**config.mk**
```make
export PLATFORM = sky130hd
export DESIGN_NAME = if_stage_flat
export DESIGN_NICKNAME = d
export VERILOG_FILES = /design/src/rtl/if_stage_if.sv /design/src/rtl/if_stage.sv /design/src/flat_wrapper.sv
export SDC_FILE = /design/constraint.sdc
export NUM_CORES = 1
export LEC_CHECK = 0
export ABC_AREA = 0
export BUFFER_PORTS_ARGS = -buffer_cell sky130_fd_sc_hd__buf_4
export CAP_MARGIN = 20
export CORE_ASPECT_RATIO = 1.4
export CORE_MARGIN = 8
export CORE_UTILIZATION = 48
export DETAILED_ROUTE_END_ITERATION = 8
export PLACE_DENSITY = 0.82
export SYNTH_ARGS = -nofsm -noshare
export SYNTH_HDL_FRONTEND = slang
export SYNTH_SLANG_ARGS = --single-unit
```
**constraint.sdc**
```tcl
create_clock -name clk -period 2.9 [get_ports clk]
set_input_delay 0.435 -clock clk [delete_from_list [all_inputs] [get_ports clk]]
set_output_delay 0.435 -clock clk [all_outputs]
set_load 0.02 [all_outputs]
```
**src/rtl/if_stage_if.sv**
```systemverilog
// Instruction-memory request/response bus between the fetch stage (master)
// and instruction memory (slave); at most one request outstanding.
interface if_stage_if;
    logic        imem_req_valid;
    logic [31:0] imem_req_addr;
    logic        imem_req_ready;
    logic        imem_resp_valid;
    logic [31:0] imem_resp_data;

    modport master (
        output imem_req_valid,
        output imem_req_addr,
        input  imem_req_ready,
        input  imem_resp_valid,
        input  imem_resp_data
    );

    modport slave (
        input  imem_req_valid,
        input  imem_req_addr,
        output imem_req_ready,
        output imem_resp_valid,
        output imem_resp_data
    );
endinterface

```
**src/rtl/if_stage.sv**
```systemverilog
// Instruction fetch stage: PC sequencing, imem handshake, IF/ID register.
// Define IF_STATIC_PREDICT_EN to predict backward branches and JAL as taken.
module if_stage #(
    parameter logic [31:0] RESET_PC = 32'h0000_0000
) (
    input  logic        clk,
    input  logic        reset_n,
    input  logic        stall,
    input  logic        redirect_valid,
    input  logic [31:0] redirect_pc,
    if_stage_if.master  imem,
    output logic [31:0] if_id_pc,
    output logic [31:0] if_id_instruction,
    output logic        if_id_valid,
    output logic        if_id_pred_taken
);

    localparam logic [31:0] NOP = 32'h0000_0013;

    typedef enum logic [1:0] {S_REQ, S_WAIT, S_HOLD, S_DRAIN} state_e;

    state_e      state_q, state_d;
    logic [31:0] pc_q, pc_d;
    logic [31:0] hold_pc_q, hold_pc_d;
    logic [31:0] hold_instr_q, hold_instr_d;
    logic        hold_pred_q, hold_pred_d;
    logic [31:0] if_id_pc_q, if_id_pc_d;
    logic [31:0] if_id_instr_q, if_id_instr_d;
    logic        if_id_valid_q, if_id_valid_d;
    logic        if_id_pred_q, if_id_pred_d;

    logic [31:0] redir_pc;
    logic [31:0] next_pc;
    logic        pred_taken;
    logic        req_valid;
    logic        load;
    logic [31:0] load_pc, load_instr;
    logic        load_pred;

    assign redir_pc = redirect_pc & ~32'd3;

`ifdef IF_STATIC_PREDICT_EN
    localparam logic [6:0] OP_BRANCH = 7'b1100011;
    localparam logic [6:0] OP_JAL    = 7'b1101111;

    logic [31:0] imm_b, imm_j, target;

    always_comb begin
        imm_b      = {{20{imem.imem_resp_data[31]}}, imem.imem_resp_data[7],
                      imem.imem_resp_data[30:25], imem.imem_resp_data[11:8], 1'b0};
        imm_j      = {{12{imem.imem_resp_data[31]}}, imem.imem_resp_data[19:12],
                      imem.imem_resp_data[20], imem.imem_resp_data[30:21], 1'b0};
        pred_taken = ((imem.imem_resp_data[6:0] == OP_BRANCH) && imem.imem_resp_data[31])
                   || (imem.imem_resp_data[6:0] == OP_JAL);
        target     = (pc_q + ((imem.imem_resp_data[6:0] == OP_JAL) ? imm_j : imm_b)) & ~32'd3;
        next_pc    = pred_taken ? target : pc_q + 32'd4;
    end
`else
    always_comb begin
        pred_taken = 1'b0;
        next_pc    = pc_q + 32'd4;
    end
`endif

    // pc_q is the address being requested (REQ) or outstanding (WAIT);
    // in HOLD/DRAIN it already holds the address of the next request.
    always_comb begin
        state_d      = state_q;
        pc_d         = pc_q;
        hold_pc_d    = hold_pc_q;
        hold_instr_d = hold_instr_q;
        hold_pred_d  = hold_pred_q;
        req_valid    = 1'b0;
        load         = 1'b0;
        load_pc      = hold_pc_q;
        load_instr   = hold_instr_q;
        load_pred    = hold_pred_q;

        case (state_q)
            S_REQ: begin
                req_valid = 1'b1;
                if (redirect_valid) begin
                    pc_d = redir_pc;
                    if (imem.imem_req_ready) state_d = S_DRAIN;
                end else if (imem.imem_req_ready) begin
                    state_d = S_WAIT;
                end
            end
            S_WAIT: begin
                if (redirect_valid) begin
                    pc_d    = redir_pc;
                    state_d = imem.imem_resp_valid ? S_REQ : S_DRAIN;
                end else if (imem.imem_resp_valid) begin
                    pc_d = next_pc;
                    if (stall) begin
                        hold_pc_d    = pc_q;
                        hold_instr_d = imem.imem_resp_data;
                        hold_pred_d  = pred_taken;
                        state_d      = S_HOLD;
                    end else begin
                        req_valid  = 1'b1;
                        load       = 1'b1;
                        load_pc    = pc_q;
                        load_instr = imem.imem_resp_data;
                        load_pred  = pred_taken;
                        state_d    = imem.imem_req_ready ? S_WAIT : S_REQ;
                    end
                end
            end
            S_HOLD: begin
                if (redirect_valid) begin
                    pc_d    = redir_pc;
                    state_d = S_REQ;
                end else if (!stall) begin
                    load    = 1'b1;
                    state_d = S_REQ;
                end
            end
            default: begin
                if (redirect_valid) pc_d = redir_pc;
                if (imem.imem_resp_valid) state_d = S_REQ;
            end
        endcase
    end

    always_comb begin
        if_id_pc_d    = if_id_pc_q;
        if_id_instr_d = if_id_instr_q;
        if_id_pred_d  = if_id_pred_q;
        if_id_valid_d = if_id_valid_q;
        if (redirect_valid) begin
            if_id_valid_d = 1'b0;
        end else if (!stall) begin
            if_id_valid_d = load;
            if (load) begin
                if_id_pc_d    = load_pc;
                if_id_instr_d = load_instr;
                if_id_pred_d  = load_pred;
            end
        end
    end

    always_ff @(posedge clk or negedge reset_n) begin
        if (!reset_n) begin
            state_q       <= S_REQ;
            pc_q          <= RESET_PC;
            hold_pc_q     <= '0;
            hold_instr_q  <= NOP;
            hold_pred_q   <= 1'b0;
            if_id_pc_q    <= '0;
            if_id_instr_q <= NOP;
            if_id_valid_q <= 1'b0;
            if_id_pred_q  <= 1'b0;
        end else begin
            state_q       <= state_d;
            pc_q          <= pc_d;
            hold_pc_q     <= hold_pc_d;
            hold_instr_q  <= hold_instr_d;
            hold_pred_q   <= hold_pred_d;
            if_id_pc_q    <= if_id_pc_d;
            if_id_instr_q <= if_id_instr_d;
            if_id_valid_q <= if_id_valid_d;
            if_id_pred_q  <= if_id_pred_d;
        end
    end

    assign imem.imem_req_valid = req_valid;
    assign imem.imem_req_addr  = (state_q == S_WAIT) ? next_pc : pc_q;
    assign if_id_pc            = if_id_pc_q;
    assign if_id_instruction   = if_id_instr_q;
    assign if_id_valid         = if_id_valid_q;
    assign if_id_pred_taken    = if_id_pred_q;

endmodule
```
**src/flat_wrapper.sv**
```systemverilog
// flat-port wrapper written by rule: the top's interface ports become plain ports
module if_stage_flat 
#(
    parameter logic [31:0] RESET_PC = 32'h0000_0000
)
  (clk, reset_n, stall, redirect_valid, redirect_pc, if_id_pc, if_id_instruction, if_id_valid, if_id_pred_taken, imem_imem_req_valid, imem_imem_req_addr, imem_imem_req_ready, imem_imem_resp_valid, imem_imem_resp_data);
  if_stage_if imem_i ();
  input  logic clk;
  input  logic reset_n;
  input  logic stall;
  input  logic redirect_valid;
  input  logic [31:0] redirect_pc;
  output logic [31:0] if_id_pc;
  output logic [31:0] if_id_instruction;
  output logic if_id_valid;
  output logic if_id_pred_taken;
  output wire logic [$bits(imem_i.imem_req_valid)-1:0] imem_imem_req_valid;
  output wire logic [$bits(imem_i.imem_req_addr)-1:0] imem_imem_req_addr;
  input wire logic [$bits(imem_i.imem_req_ready)-1:0] imem_imem_req_ready;
  input wire logic [$bits(imem_i.imem_resp_valid)-1:0] imem_imem_resp_valid;
  input wire logic [$bits(imem_i.imem_resp_data)-1:0] imem_imem_resp_data;
  assign imem_imem_req_valid = imem_i.imem_req_valid;
  assign imem_imem_req_addr = imem_i.imem_req_addr;
  assign imem_i.imem_req_ready = imem_imem_req_ready;
  assign imem_i.imem_resp_valid = imem_imem_resp_valid;
  assign imem_i.imem_resp_data = imem_imem_resp_data;
  if_stage #(.RESET_PC(RESET_PC)) u_core (.clk(clk), .reset_n(reset_n), .stall(stall), .redirect_valid(redirect_valid), .redirect_pc(redirect_pc), .imem(imem_i), .if_id_pc(if_id_pc), .if_id_instruction(if_id_instruction), .if_id_valid(if_id_valid), .if_id_pred_taken(if_id_pred_taken));
endmodule
```
==> impl_metrics.py, run 1 <==
metrics = {
    "grt": {
        "grt_max_degree": 82,
        "grt_pass1_vias": 6412,
        "grt_pass1_wl_mm": 32.4,
        "antenna_found_initial": 0,
        "overflow": 0,
        "grtUsageTotal": 0.198,
    },
    "power": {
        "power_frac_comb": 0.368,
        "pwr-share-clk": 0.243,
        "p_int_uw": 6060,
        "swShare": 0.348,
        "p_seq_frac": 0.389,
        "p_leak_uw": 0.00456,
        "p_per_area_nw_per_um2": 943,
        "peakVddDrop_mv": 0.575,
        "total_power_uw": 9290,
        "netSwitchingPower_uw": 3230,
    },
    "drt": {
        "drt-initial-drc-count": 401,
        "routed_wl_mm": 20.4,
        "vias": 6119,
        "drtAntennaViolNets": 0,
        "wl_per_cell_um": 18.4,
        "drc_errors": 0,
        "dr.pass1.iters": 5,
        "via_per_inst": 5.54,
    },
    "cts": {
        "cts_buffers": 17,
        "cts_tree": "done",
        "clockBufferDepth": 2,
        "cts.sinks": 157,
        "clk_latency_ps": 420,
        "cts.clk_slew.worst_paths_ps": 60,
        "htreeDepth": 4,
        "root_buffer": "clkbuf_16",
    },
    "yosys": {
        "synth-async-reset-ratio": 1.00,
        "synth-seq-cells": 157,
        "yosysUniqueCellTypes": 44,
        "avgSynthCellArea_um2": 10.5,
        "netlist_instances": 752,
        "ys.warnings.count": 0,
        "synth_edf_count": 0,
        "synth_seq_area_share": 0.501,
        "netlist_area_um2": 7860,
        "postSynth.topFlopCell": "dfrtp_1",
    },
    "setup_path": {
        "rrSetupSlack_ps": 590,
        "setup.worst_path.class": "flip-flop to output pin",
        "cp-start-kind": "flip-flop",
        "worstPathRequired_ps": 2470,
        "cp_max_fo": 7,
        "r2r_cells": 6,
        "cp-end-kind": "output pin",
        "reg2reg_from": "u_core.state_q[1]",
        "regToRegEndpoint": "u_core.pc_q[25]",
        "cp.arrival_ps": 2310,
    },
    "floorplanning": {
        "placement_rows": 55,
        "die_w_um": 124,
        "initial_utilization": 0.488,
        "dieArea_um2": 20800,
        "io_pins": 169,
        "core_um2": 16100,
        "die_h_um": 167,
    },
    "cells_and_area": {
        "final_cell_mix": "187 x buf_4, 144 x dfrtp_1, 98 x nand2_1",
        "area_delta_synth_final_pct": 25.4,
        "fillers": 1344,
        "final_cell_area_um2": 9860,
        "drive_gt1_frac": 0.336,
        "layout.nets": 968,
        "regArea_um2": 3950,
        "multi_input_area_um2": 3570,
        "antenna_cells": 0,
        "mostFrequentLayoutCell": "buf_4",
    },
    "timing": {
        "finalSetupViolations": 0,
        "worst_slew_pin_slew_ps": 693,
        "max_freq_ghz": 0.365,
        "hold_viol": 0,
        "rsz0062_at_grt": "true",
        "slew_headroom": 0.534,
        "finalCriticalPeriod_ps": 2740,
        "finalSetupTns_ps": 0,
        "fin_crit_sh": 0.946,
        "finalMaxSlewViolations": 0,
        "fin_skew_ps": 9.61,
        "worst_slack_ps": 157,
    },
    "placement": {
        "dp_hpwl_mm": 14.5,
        "gp_congestion": 0.868,
        "placed_area_um2": 9190,
        "io_buffers": 161,
        "pre_cts_ws_ps": 289,
    },
    "min_path": {
        "hold_class": "input port to flip-flop",
        "hold_path_end": "u_core.pc_q[6]",
        "min-delay-start": "redirect_pc[6]",
        "min_path_cells": 3,
    },
    "flow_run": {
        "cap_violations": 0,
    },
    "run_status": {
        "status": "finished, final reports clean",
    },
}
[worst max-delay path, stage by stage (launching register included)]
cell and delay [ps]:
dfrtp_1 380, inv_1 90, ha_2 210, inv_1 100, or3_4 450, nor3_1 240
xor2_1 230, buf_4 180
[how the worst max path moves through the flow]
stage	startpoint	slack, ps	end	cells past startpoint
after floorplan	u_core.pc_q[2]	420	imem_imem_req_addr[28]	6
after global placement	u_core.state_q[1]	400	imem_imem_req_addr[28]	7
after detailed placement	u_core.state_q[1]	290	imem_imem_req_addr[28]	7
after CTS	u_core.pc_q[10]	6	imem_imem_req_addr[28]	5
after global routing	u_core.pc_q[10]	-1	imem_imem_req_addr[28]	5
final	u_core.state_q[1]	160	imem_imem_req_addr[26]	7
[routing by layer]
| metal | GRT usage | vias to the layer above | part of all wire |
|---|---|---|---|
| met4 | 0.111 | 0 | 0.037 |
| met1 | 0.219 | 2931 | 0.38 |
| li1 | - | 2913 | - |
| met3 | 0.0623 | 55 | 0.078 |
| met2 | 0.327 | 220 | 0.51 |
| met5 | 0 | - | 0 |
[layout make-up]
type | instances | area share
Sequential cell | 157 | 0.400
Clock inverter | 9 | 0.0138
Multi-Input combinational cell | 518 | 0.362
Clock buffer | 22 | 0.0461
Tap cell | 199 | 0.0253
Timing Repair Buffer | 191 | 0.149
Inverter | 9 | 0.00343
[through the flow]
stage,util,instances,hold slack (ps)
after global placement,0.571,1071,428
after global routing,0.612,1105,218
after CTS,0.609,1103,202
after detailed placement,0.571,1071,431
final,0.612,1105,220
after floorplan,-,756,139
[flip-flops by register name, summed over array words and instances, names as in the netlist]
register,count
u_core.pc_q,30
u_core.hold_pc_q,30
u_core.if_id_valid,1
u_core.hold_instr_q,32
u_core.state_q,2
u_core.if_id_instruction,32
u_core.if_id_pc,30
[synth_stat cells (9+ instances only)]
| cell | instances | share of area |
|---|---|---|
| dfrtp_1 | 151 | 0.48 |
| nand2_1 | 100 | 0.048 |
| o21ai_0 | 88 | 0.056 |
| mux2i_1 | 64 | 0.082 |
| mux2_2 | 60 | 0.086 |
| clkbuf_1 | 32 | 0.015 |
| nor2_1 | 26 | 0.012 |
| nand4_1 | 25 | 0.020 |
| xnor2_1 | 25 | 0.028 |
| buf_2 | 21 | 0.013 |
| nand3_1 | 19 | 0.012 |
| xor2_1 | 17 | 0.019 |
| a31oi_1 | 12 | 0.0096 |
| nor4_1 | 10 | 0.0080 |
| buf_4 | 9 | 0.0086 |
[power by group through the flow]
stage / registers (uW) / clock network [uW] / logic, uW
final: 3620 / 2260 / 3420
after global placement: 3580 / 0 / 3360
after detailed placement: 3640 / 0 / 3460
after CTS: 3610 / 2310 / 3470
after global routing: 3730 / 2400 / 3720
after floorplan: 4000 / 0 / 1700
[what timing repair did]
action	4_1_cts	5_1_grt
setup endpoints to repair	3	12
pin swaps	0	3
hold buffers	1	0
buffers inserted	0	2
gates resized for setup	2	13
hold endpoints to repair	50	0
[logic make-up after synthesis]
logic type                 count (synthesis)  synth area share
and+or+nand+nor                          227             0.143
other                                      1          0.000477
AOI/OAI and AO/OA                        116            0.0817
buffers and inverters                     81            0.0530
muxes                                    124             0.167
adders and majority gates                  4           0.00637
xor gates and xnor gates                  42            0.0468
DFF                                      157             0.501
No activity file was read; power rests on OpenSTA's default activity.
==> inputs of run 2 (changes only) <==
Settings changed: CORE_UTILIZATION 48 to 45, PLACE_DENSITY 0.82 to 0.78.
==> run 2 against run 1 <==
The flow now finishes with violations (negative hold slack). Via count is 1.7% lower. Critical endpoint is now imem_imem_req_addr[28]. Count of clock-buffer cells in the layout stayed put. Cell area is 0.10% higher. First-iteration DRC count is 1.0% lower. Combinational power hardly changed. Core utilization is 4.0 points lower.
==> impl_metrics.py, run 2 (synthesis gave the netlist of run 1 again) <==
metrics = {
    "floorplanning": {
        "initial_utilization": 0.455,
        "placement_rows": 57,
        "dieArea_um2": 22000,
        "core_um2": 17300,
        "io_pins": 169,
        "die_h_um": 172,
        "die_w_um": 128,
    },
    "placement": {
        "dp_hpwl_mm": 14.5,
        "gp_congestion": 0.868,
        "io_buffers": 161,
        "placed_area_um2": 9240,
        "pre_cts_ws_ps": 326,
        "numPlacedInstances": 1104,
    },
    "cts": {
        "htreeDepth": 4,
        "cts.clk_slew.worst_paths_ps": 60,
        "root_buffer": "clkbuf_16",
        "cts_buffers": 17,
        "clockBufferDepth": 2,
        "ctsHoldBuffers": 0,
        "cts.sinks": 157,
        "clk_latency_ps": 430,
        "cts_tree": "done",
    },
    "cells_and_area": {
        "final_cells": 1136,
        "area_delta_synth_final_pct": 25.5,
        "drive_gt1_frac": 0.332,
        "final_cell_area_um2": 9870,
        "mostFrequentLayoutCell": "buf_4",
        "layout.nets": 961,
        "antenna_cells": 0,
        "final_cell_mix": "178 x buf_4, 145 x dfrtp_1, 98 x nand2_1",
        "final_core_util": 0.572,
    },
    "drt": {
        "drc_errors": 0,
        "via_per_inst": 5.29,
        "drtAntennaViolNets": 0,
        "drt-initial-drc-count": 397,
        "dr.pass1.iters": 4,
        "routed_wl_mm": 20.2,
        "vias": 6012,
        "wl_per_cell_um": 17.8,
    },
    "setup_path": {
        "cp-start-kind": "flip-flop",
        "worstPathRequired_ps": 2470,
        "cp-end-kind": "output pin",
        "cp.arrival_ps": 2410,
        "cp_max_fo": 7,
        "setup.worst_path.class": "flip-flop to output pin",
    },
    "grt": {
        "overflow": 0,
        "grt_max_degree": 67,
        "grt_pass1_wl_mm": 32.5,
        "antenna_found_initial": 0,
        "grt_pass1_vias": 6184,
        "grtUsageTotal": 0.189,
    },
    "timing": {
        "finalMaxSlewViolations": 0,
        "hold_ws_ps": -9.75,
        "finalSetupTns_ps": 0,
        "finalSetupViolations": 0,
        "max_freq_ghz": 0.352,
        "worst_slack_ps": 55.9,
        "fin_crit_sh": 0.981,
        "rsz0062_at_grt": "true",
        "slew_headroom": 0.548,
        "finalCriticalPeriod_ps": 2840,
        "worst_slew_pin_slew_ps": 673,
        "fin_skew_ps": 4.84,
        "hold_viol": 8,
    },
    "run_status": {
        "status": "finished, violations left",
        "violations": "negative hold slack",
    },
    "min_path": {
        "hold_class": "input port to asynchronous set/reset pin",
    },
    "power": {
        "p_per_area_nw_per_um2": 929,
        "p_leak_uw": 0.00454,
        "peakVddDrop_mv": 0.543,
    },
    "flow_run": {
        "cap_violations": 0,
    },
}
-- run 2: cell count changes in the layout (fill, tap and decap cells not counted), sizes merged --
cell and change:
buf -6, inv -2, clkinv +4, dlygate4sd3 -1, clkinvlp +1, bufinv -2
-- run 2: cell type report --
cell class                 instances  area, um^2
clock inverter                    10        90.1
timing repair buffer             184        1450
clock buffer                      22         474
fill                            1513        7390
tap                              236         295
inverter                           9        33.8
multi-input combinational        518        3580
sequential                       157        3940
-- run 2: worst paths after layout --
kind / start / end / slack (ps) / depth (start not counted)
max: u_core.pc_q[2] / imem_imem_req_addr[28] / 60 / 6
min: reset_n / u_core.if_id_instruction[20] / -10 / 1
min reg2reg: u_core.if_id_pc[22] / u_core.if_id_pc[22] / 480 / 2
max in group asynchronous: reset_n / u_core.pc_q[3] / 2210 / 2
min in group clk: redirect_pc[6] / u_core.pc_q[6] / 220 / 3
max reg2reg: u_core.state_q[1] / u_core.pc_q[29] / 540 / 7
-- run 2: worst max-delay path: stages, from the launching register on --
cell	delay, ps
dfrtp_2	460
ha_1	190
nand4_1	140
or3_4	430
nor4_1	340
xor2_1	240
buf_4	180
-- run 2: metrics by stage --
step	power, uW	hold slack, ps
detailed placement	7100	464
floorplan	5700	139
global route	9720	42.3
CTS	9270	14.4
global placement	6960	461
finish	9160	-9.75
-- run 2: layer usage --
metal,share of wire,up-vias,global-route usage
met5,0,-,0
met4,0.036,0,0.104
met3,0.072,41,0.0528
met2,0.51,184,0.325
met1,0.39,2882,0.208
li1,-,2905,-
-- run 2: what timing repair did --
action	4_1_cts	5_1_grt
setup endpoints to repair	6	16
hold endpoints to repair	0	0
cloned	0	0
gates resized for setup	3	11
buffers inserted	0	0
-- run 2: where the power goes --
group | switching [uW] | internal, uW
registers | 520 | 3100
clock network | 895 | 1240
logic | 1820 | 1580
